<file path="src/rtl/dclk_disp_pkg.sv">
// Shared display constants for the digital clock: segment patterns,
// scan FSM state encodings and the default digit count.
package dclk_disp_pkg;

  localparam int NUM_DIGITS_DEF = 6;

  // Active-low patterns, bit order {g,f,e,d,c,b,a}
  localparam logic [6:0] SEG_BLANK = 7'h7F;
  localparam logic [6:0] SEG_0     = 7'h40;
  localparam logic [6:0] SEG_1     = 7'h79;
  localparam logic [6:0] SEG_2     = 7'h24;
  localparam logic [6:0] SEG_3     = 7'h30;
  localparam logic [6:0] SEG_4     = 7'h19;
  localparam logic [6:0] SEG_5     = 7'h12;
  localparam logic [6:0] SEG_6     = 7'h02;
  localparam logic [6:0] SEG_7     = 7'h78;
  localparam logic [6:0] SEG_8     = 7'h00;
  localparam logic [6:0] SEG_9     = 7'h10;

  typedef enum logic [1:0] {
    ST_IDLE  = 2'b00,
    ST_BLANK = 2'b01,
    ST_DRIVE = 2'b10
  } scan_state_t;

endpackage

</file>
<file path="src/rtl/bcd_to_seg7.sv">
// Combinational BCD to active-low seven-segment decode.
// Ports: i_bcd (4b digit), o_seg (7b {g,f,e,d,c,b,a}); 10-15 decode blank.
module bcd_to_seg7
  import dclk_disp_pkg::*;
(
  input  logic [3:0] i_bcd,
  output logic [6:0] o_seg
);

  always_comb begin
    o_seg = SEG_BLANK;
    case (i_bcd)
      4'd0:    o_seg = SEG_0;
      4'd1:    o_seg = SEG_1;
      4'd2:    o_seg = SEG_2;
      4'd3:    o_seg = SEG_3;
      4'd4:    o_seg = SEG_4;
      4'd5:    o_seg = SEG_5;
      4'd6:    o_seg = SEG_6;
      4'd7:    o_seg = SEG_7;
      4'd8:    o_seg = SEG_8;
      4'd9:    o_seg = SEG_9;
      default: o_seg = SEG_BLANK;
    endcase
  end

endmodule

</file>
<file path="src/rtl/digit_scan_ctrl.sv">
// Multiplexed display scanner: steps select NUM_DIGITS-1..0, samples
// the muxed BCD digit after a blanking gap and drives active-low
// anodes/segments/dp. frame_tick pulses at the end of the digit-0 slot.
// Ports: clk, rst (async, high), en, bcd_in[3:0], dp_mask[5:0] in;
// select[3:0], an[5:0], seg[6:0], dp, frame_tick out.
// Optional: define LEADING_ZERO_BLANK_EN to blank leading zeros.
module digit_scan_ctrl
  import dclk_disp_pkg::*;
#(
  parameter int SCAN_DIV     = 50000,
  parameter int BLANK_CYCLES = 16,
  parameter int NUM_DIGITS   = NUM_DIGITS_DEF
) (
  input  logic       clk,
  input  logic       rst,
  input  logic       en,
  input  logic [3:0] bcd_in,
  input  logic [5:0] dp_mask,
  output logic [3:0] select,
  output logic [5:0] an,
  output logic [6:0] seg,
  output logic       dp,
  output logic       frame_tick
);

  localparam int CW = $clog2(SCAN_DIV);
  localparam logic [CW-1:0] SLOT_LAST  = CW'(SCAN_DIV - 1);
  localparam logic [CW-1:0] BLANK_LAST = CW'(BLANK_CYCLES - 1);
  localparam logic [3:0]    SEL_TOP    = 4'(NUM_DIGITS - 1);

  scan_state_t   r_state, w_state_n;
  logic [CW-1:0] r_cnt, w_cnt_n;
  logic [3:0]    r_sel, w_sel_n;
  logic [6:0]    r_seg, w_seg_n;
  logic          r_dp, w_dp_n;
  logic [6:0]    w_seg_dec;
  logic          w_sample;
  logic          w_slot_end;

`ifdef LEADING_ZERO_BLANK_EN
  logic r_nz, w_nz_n;
  logic w_zero_sup;
`endif

  bcd_to_seg7 u_dec (
    .i_bcd (bcd_in),
    .o_seg (w_seg_dec)
  );

  assign w_sample   = (r_state == ST_BLANK) && (r_cnt == BLANK_LAST);
  assign w_slot_end = (r_state == ST_DRIVE) && (r_cnt == SLOT_LAST);

`ifdef LEADING_ZERO_BLANK_EN
  // Digit 0 is exempt so an all-zero value still shows one zero
  assign w_zero_sup = (bcd_in == 4'd0) && !r_nz && (r_sel != 4'd0);
`endif

  always_ff @(posedge clk or posedge rst) begin
    if (rst) begin
      r_state <= ST_IDLE;
      r_cnt   <= '0;
      r_sel   <= SEL_TOP;
      r_seg   <= SEG_BLANK;
      r_dp    <= 1'b1;
`ifdef LEADING_ZERO_BLANK_EN
      r_nz    <= 1'b0;
`endif
    end else begin
      r_state <= w_state_n;
      r_cnt   <= w_cnt_n;
      r_sel   <= w_sel_n;
      r_seg   <= w_seg_n;
      r_dp    <= w_dp_n;
`ifdef LEADING_ZERO_BLANK_EN
      r_nz    <= w_nz_n;
`endif
    end
  end

  always_comb begin
    w_state_n = r_state;
    w_cnt_n   = r_cnt;
    w_sel_n   = r_sel;
    w_seg_n   = r_seg;
    w_dp_n    = r_dp;
`ifdef LEADING_ZERO_BLANK_EN
    w_nz_n    = r_nz;
`endif
    if (!en) begin
      // Dark display; the next enable restarts at the top digit
      w_state_n = ST_IDLE;
      w_cnt_n   = '0;
      w_sel_n   = SEL_TOP;
      w_seg_n   = SEG_BLANK;
      w_dp_n    = 1'b1;
`ifdef LEADING_ZERO_BLANK_EN
      w_nz_n    = 1'b0;
`endif
    end else begin
      unique case (r_state)
        ST_IDLE: begin
          w_state_n = ST_BLANK;
        end
        ST_BLANK: begin
          w_cnt_n = r_cnt + 1'b1;
          if (w_sample) begin
            w_state_n = ST_DRIVE;
            w_seg_n   = w_seg_dec;
            w_dp_n    = ~dp_mask[r_sel[2:0]];
`ifdef LEADING_ZERO_BLANK_EN
            if (w_zero_sup)
              w_seg_n = SEG_BLANK;
            if (bcd_in != 4'd0)
              w_nz_n = 1'b1;
`endif
          end
        end
        ST_DRIVE: begin
          if (w_slot_end) begin
            w_state_n = ST_BLANK;
            w_cnt_n   = '0;
            w_sel_n   = (r_sel == 4'd0) ? SEL_TOP : r_sel - 1'b1;
`ifdef LEADING_ZERO_BLANK_EN
            if (r_sel == 4'd0)
              w_nz_n = 1'b0;
`endif
          end else begin
            w_cnt_n = r_cnt + 1'b1;
          end
        end
        default: begin
          w_state_n = ST_IDLE;
          w_cnt_n   = '0;
        end
      endcase
    end
  end

  assign select     = r_sel;
  assign an         = (r_state == ST_DRIVE) ? ~(6'b000001 << r_sel)
                                            : 6'h3F;
  assign seg        = r_seg;
  assign dp         = r_dp;
  assign frame_tick = w_slot_end && (r_sel == 4'd0) && en;

endmodule
</file>
<file path="config.mk">
export PLATFORM = sky130hd
export DESIGN_NAME = digit_scan_ctrl
export DESIGN_NICKNAME = d
export VERILOG_FILES = /design/src/rtl/dclk_disp_pkg.sv /design/src/rtl/bcd_to_seg7.sv /design/src/rtl/digit_scan_ctrl.sv
export SDC_FILE = /design/constraint.sdc
export NUM_CORES = 1
export LEC_CHECK = 0
export CAP_MARGIN = 20
export CORE_MARGIN = 3
export CORE_UTILIZATION = 50
export CTS_BUF_LIST = sky130_fd_sc_hd__clkbuf_2
export CTS_CLUSTER_DIAMETER = 40
export CTS_CLUSTER_SIZE = 24
export DETAILED_ROUTE_END_ITERATION = 10
export PLACE_DENSITY_LB_ADDON = 0.2
export SYNTH_ARGS = -nofsm -noshare
export SYNTH_HDL_FRONTEND = slang
export SYNTH_HIERARCHICAL = 1
export SYNTH_SLANG_ARGS = --single-unit
</file>
<file path="constraint.sdc">
create_clock -name clk -period 2.4 [get_ports clk]
set_clock_uncertainty 0.2 [all_clocks]
set_input_delay 0.72 -clock clk [delete_from_list [all_inputs] [get_ports clk]]
set_output_delay 0.72 -clock clk [all_outputs]
set_load 0.01 [all_outputs]
</file>
==> Word level (Yosys, flattened, before mapping) <==
Memory sizes are Yosys's and may differ from the RTL's.
Index checks and enable logic that the tools add are counted.
{ "op_classes": {"magnitude_cmp": 1, "n_addsub": 2, "n_bitwise": 2, "shifts": 1, "n_eq_ne": 11, "mux": 20, "n_reduce_logical": 9} }
{ "ops": {"columns": ["cell", "n"], "rows": [
  ["$pmux W16 S3", 1],
  ["$mux W16", 2],
  ["$mux W7", 3],
  ["$add A16 B1 Y16 const B", 1],
  ["$eq A16 B16 Y1 const B", 1],
  ["$eq A16 B4 Y1 const B", 1],
  ["$mux W4", 4],
  ["$ne A2 B1 Y1 const B", 4],
  ["$mux W2", 3],
  ["$mux W6", 1],
  ["$ne A3 B3 Y1 const B", 2],
  ["$not A6 Y6", 1],
  ["$pmux W2 S3", 1],
  ["$reduce_and A2 Y1", 3],
  ["$shl A1 B4 Y6 const A", 1],
  ["$logic_and A1 B1 Y1", 4],
  ["$logic_not A4 Y1", 1],
  ["$lt A3 B4 Y1 const B", 1],
  ["$mux W1", 4],
  ["$sub A4 B1 Y4 const B", 1],
  ["$bmux W1 S3", 1],
  ["$eq A2 B1 Y1 const B", 1],
  ["$eq A2 B2 Y1 const B", 1],
  ["$logic_not A2 Y1", 1],
  ["other kinds (2)", 2]
]} }
{ "word_totals": {"memories": 1, "out_inout_bits": 19, "register_bits": 30, "in_bits": 13, "wordCells": 52, "mem_bits_ro": 112} }
{ "memory_table": {"columns": ["name", "depth", "word_bits", "read_ports", "rd_clocked_by_memory_dff", "wr", "line_no", "rtl"], "rows": [
  ["(no name shown)", 16, 7, 1, 0, 0, "bcd_to_seg7.sv:12", "case (i_bcd)"]
]} }

==> Depth between registers and ports, before layout <==
{ "depth": {"depth_word": 6, "ltp_mapped": 7, "depth_no_buf": 7} }

==> Hierarchy <==
Netlist, hierarchy kept.
{ "by_module_without_submodules": {"columns": ["module", "n_inst", "cells_per_inst", "seq_area_each_um2", "area_each_um2"], "rows": [
  ["digit_scan_ctrl", 1, 206, 763.2, 1850.5],
  ["bcd_to_seg7", 1, 33, 0.0, 210.2]
]} }

==> Worst setup path before layout <==
OpenSTA, ideal clock, no wires.
{ "synth_timing": {"path_kind": "register -> output", "startpoint": "reg r_cnt[5]", "endpoint": "out frame_tick", "t_arrival_ns": 1.923, "stages_incl_launch_ff": 5, "n_path_buf": 0, "required_ns": 1.480, "setup_slack_ns": -0.443, "path_cell_list": "dfrtp_1 -> or4_1 -> nor4b_2 -> nand4_1 -> nor4b_1"} }
{ "synth_via": {"elab_chain_cells": 4} }
{ "synth_lines": {"columns": ["element", "line_no", "rtl"], "rows": [
  ["from (decl)", "digit_scan_ctrl.sv:32", "logic [CW-1:0] r_cnt, w_cnt_n;"],
  ["from (signal assigned)", "digit_scan_ctrl.sv:70", "r_cnt <= w_cnt_n;"],
  ["$eq A16 B16 Y1", "digit_scan_ctrl.sv:51", "assign w_slot_end = (r_state == ST_DRIVE) && (r_cnt == SLOT_LAST);"],
  ["$logic_and A1 B1 Y1", "digit_scan_ctrl.sv:51", null],
  ["$logic_and A1 B1 Y1 (2 in series)", "digit_scan_ctrl.sv:144", "assign frame_tick = w_slot_end && (r_sel == 4'd0) && en;"],
  ["to (decl)", "digit_scan_ctrl.sv:23", "output logic frame_tick"]
]} }
Every way passes these cells.

==> Worst setup path in the final report <==
Same ends and word-level chain as after synthesis.

==> results.md <==
* Max-capacitance violation count at 0
* Mapped cell area at 2060 um^2
* Final HPWL DP at 3.79 mm
* Min-Delay Startpoint: seg[2]$_DFFE_PP1P_
* R2R Setup Slk at -0.12 ns
* Worst Setup End Kind: output pin
* First-pass GRT wire length at 9.49 mm
* Most used cell, CP: nor4b_4
* Area growth, synth to finish at 52.8%
* DR pass1 iterations at 5
* Vias/cell at 6.05
* Inserted Diodes at 0
* Tot GR Track Use at 23.8%
* Crit path kind: reg -> out
* Pin count of the biggest net entering global routing at 31
* Post-route ant nets at 0
* Synth Register Bits at 30
* Worst setup SP type: flop
* Capturing point of the worst reg2reg path: select[1]$_DFFE_PP0P_
* Final Max Tran Viols at 0
* Pwr/cell area at 560 nW/um^2
* CP peak stage delay at 0.54 ns
* Ports at 32
* CTS root buf: clkbuf_2
* Req. time, crit path at 1.48 ns
* Yosys Warn Count at 6
* Max-slew headroom at 66.3%
* F_max at 0.309 GHz
* Crit path time final at 3.24 ns
* PnR worst setup slack at -0.837 ns
* Arr. time, crit path at 2.32 ns
* H-tree levels at 2
* # setup viols final at 12
* Share of layout cells above drive strength 1 at 36.9%
* Initial DRC count at 225
* DIE HEIGHT at 70.2 um
* Count leader, synth: nand2_1
* Initial Util at 53.9%
* Worst hold path depth at 2
* Sequential share of the synthesized area at 37.0%
* Clk slew on worst S/H paths at 0.16 ns
* Syn Nets at 264
* Post-synth cell types at 45
* Failing checks: setup timing
* Max VDD drop at 0.342 mV
* Grt ovf at 0
* Total design power at 1.76 mW
* Drc violations at 0
* TritonCTS Buffers at 5
* Async S/R FF share, synth at 100%
* Nets at 349
* Synthesized area per cell at 8.62 um^2
* Status: complete, but fails checks
* Worst R2R Start: r_cnt[10]$_DFFE_PP0P_
* Die ar. at 4930 um^2
* EDFF count, synth at 0
* CTS max path bufs at 2
* Hold Path Sink: seg[2]$_DFFE_PP1P_
* Antenna violations before repair at 0
* Slowest CP cell: or4_4
* Synth top area share at 24.3%
* GPL Wtd Cong at 0.823
* CTS tree: done
* Commonest cells in the netlist: nand2_1, dfrtp_1, nand3_1
* Synth Instances at 239
* Vias in the first global route at 1,998
* Routed len/inst at 17.7 um
* Top post-synthesis cells by area: dfrtp_1, dfstp_2, ha_1
* Pre-CTS setup slack at -0.852 ns
* Filler instances at 224
* CP max FO at 3
* Die Wd at 70.2 um
* Worst slew pin tran at 0.501 ns
* Multi-input gate area at 1420 um^2
* R2R cell count at 6
* Fin crit share at 135%
* # clock sinks at 30
* Ys flop type: dfrtp_1
* Yosys top cell by area: dfrtp_1
* Worst-Skew Late Latency at 0.37 ns
* Worst-path cell chain: or4_4 -> nor4b_4 -> nand4_1 -> nor4b_4 -> buf_2
* Worst Hold Class: reg -> reg
* FF+latch area at 764 um^2
* RSZ-0062 raised after global routing: yes
* Hold Fails Final Rpt at 0
* Input/output buffers at 31
* Leakage at 1.40 nW
* Routed WL at 6.59 mm
* Number of cell rows at 22
* Via count at 2,255
* Placeable Area at 3830 um^2
## flip-flops by register name, indices dropped and copies added, names as in the netlist
signal	count
r_state	2
seg	7
select	4
r_cnt	16
dp	1
## layout make-up
cell class                 count  share of cell area [%]
sequential                    30                    24.3
inverter                      13                    1.55
multi-input combinational    184                    45.0
tap                           48                    1.91
clock inverter                 1                   0.954
clock buffer                   7                    1.11
timing repair buffer          90                    25.2
## how the worst max path moves through the flow
stage | start | endpoint | slack [ns] | cells past startpoint
after floorplan | r_cnt[5]$_DFFE_PP0P_ | frame_tick | -0.32 | 4
after global placement | r_cnt[5]$_DFFE_PP0P_ | frame_tick | -0.82 | 5
after detailed placement | r_cnt[7]$_DFFE_PP0P_ | frame_tick | -0.85 | 5
after CTS | r_cnt[5]$_DFFE_PP0P_ | frame_tick | -0.82 | 5
after global routing | r_cnt[5]$_DFFE_PP0P_ | frame_tick | -0.96 | 5
final | r_cnt[5]$_DFFE_PP0P_ | frame_tick | -0.84 | 5
## critical path: cells and delay by family, from the launching register on
| kind | cells | cell delay [ns] |
|---|---|---|
| DFF | 1 | 0.41 |
| and+or+nand+nor | 4 | 1.36 |
| buffers and inverters | 1 | 0.17 |
## power by group
part	switching, mW	internal (mW)
logic	0.457	0.396
clock network	0.185	0.186
registers	0.0165	0.525
total	0.658	1.11
## logic make-up (layout without fill, tap and decap cells)
kind of cell	after synthesis	after routing	share of synthesized area (%)
simple gates	118	118	31.4
compound gates	40	40	11.8
flops	30	30	37.0
buf+inv	25	111	5.04
mux	14	14	7.47
fa+ha+maj	12	12	7.29
## metal layers
metal	vias to the layer above	wire [um]	global-route usage (%)	part of all wire, %
li1	1034	-	-	-
met3	23	493	5.47	7.5
met4	0	234	7.02	3.5
met1	1081	2550	31.7	39
met5	-	0	0	0
met2	117	3320	38.4	50
## stage by stage
stage	hold WS [ns]	instance area [um^2]	std cells	TNS, ns	utilization [%]
after global placement	0.338	2710	347	-1.71	70.9
after detailed placement	0.340	2710	347	-2.13	70.9
final	0.358	3150	373	-1.70	82.3
after floorplan	0.301	2080	239	-0.316	-
after CTS	0.364	2890	368	-1.18	75.4
after global routing	0.390	3150	373	-3.11	82.3
## repair_timing
item,CTS,global route
hold buffers,0,0
setup buffers,13,5
setup endpoints to repair,22,25
gates resized for setup,48,45
cloned,0,1
pin swaps,8,11
## placed cells by master (no fill, tap or decap), drive strengths merged, types with 2 or more instances in the layout
| cell type | n |
|---|---|
| mux2i | 12 |
| a31oi | 10 |
| or3 | 4 |
| nand2 | 38 |
| dlymetal6s2s | 3 |
| buf | 64 |
| ha | 12 |
| nand2b | 5 |
| a22oi | 2 |
| clkdlybuf4s50 | 12 |
| a21oi | 12 |
| clkbuf | 9 |
| dlygate4sd2 | 9 |
| and2 | 4 |
| dfrtp | 20 |
| inv | 12 |
| or4 | 11 |
| nand4b | 2 |
| nor4b | 2 |
| o21ai | 8 |
| nand3 | 20 |
| nor4 | 4 |
| dfstp | 10 |
| o22ai | 3 |
| nand4 | 4 |
| nor2b | 2 |
| nor2 | 14 |
(Power assumes the default switching activity.)
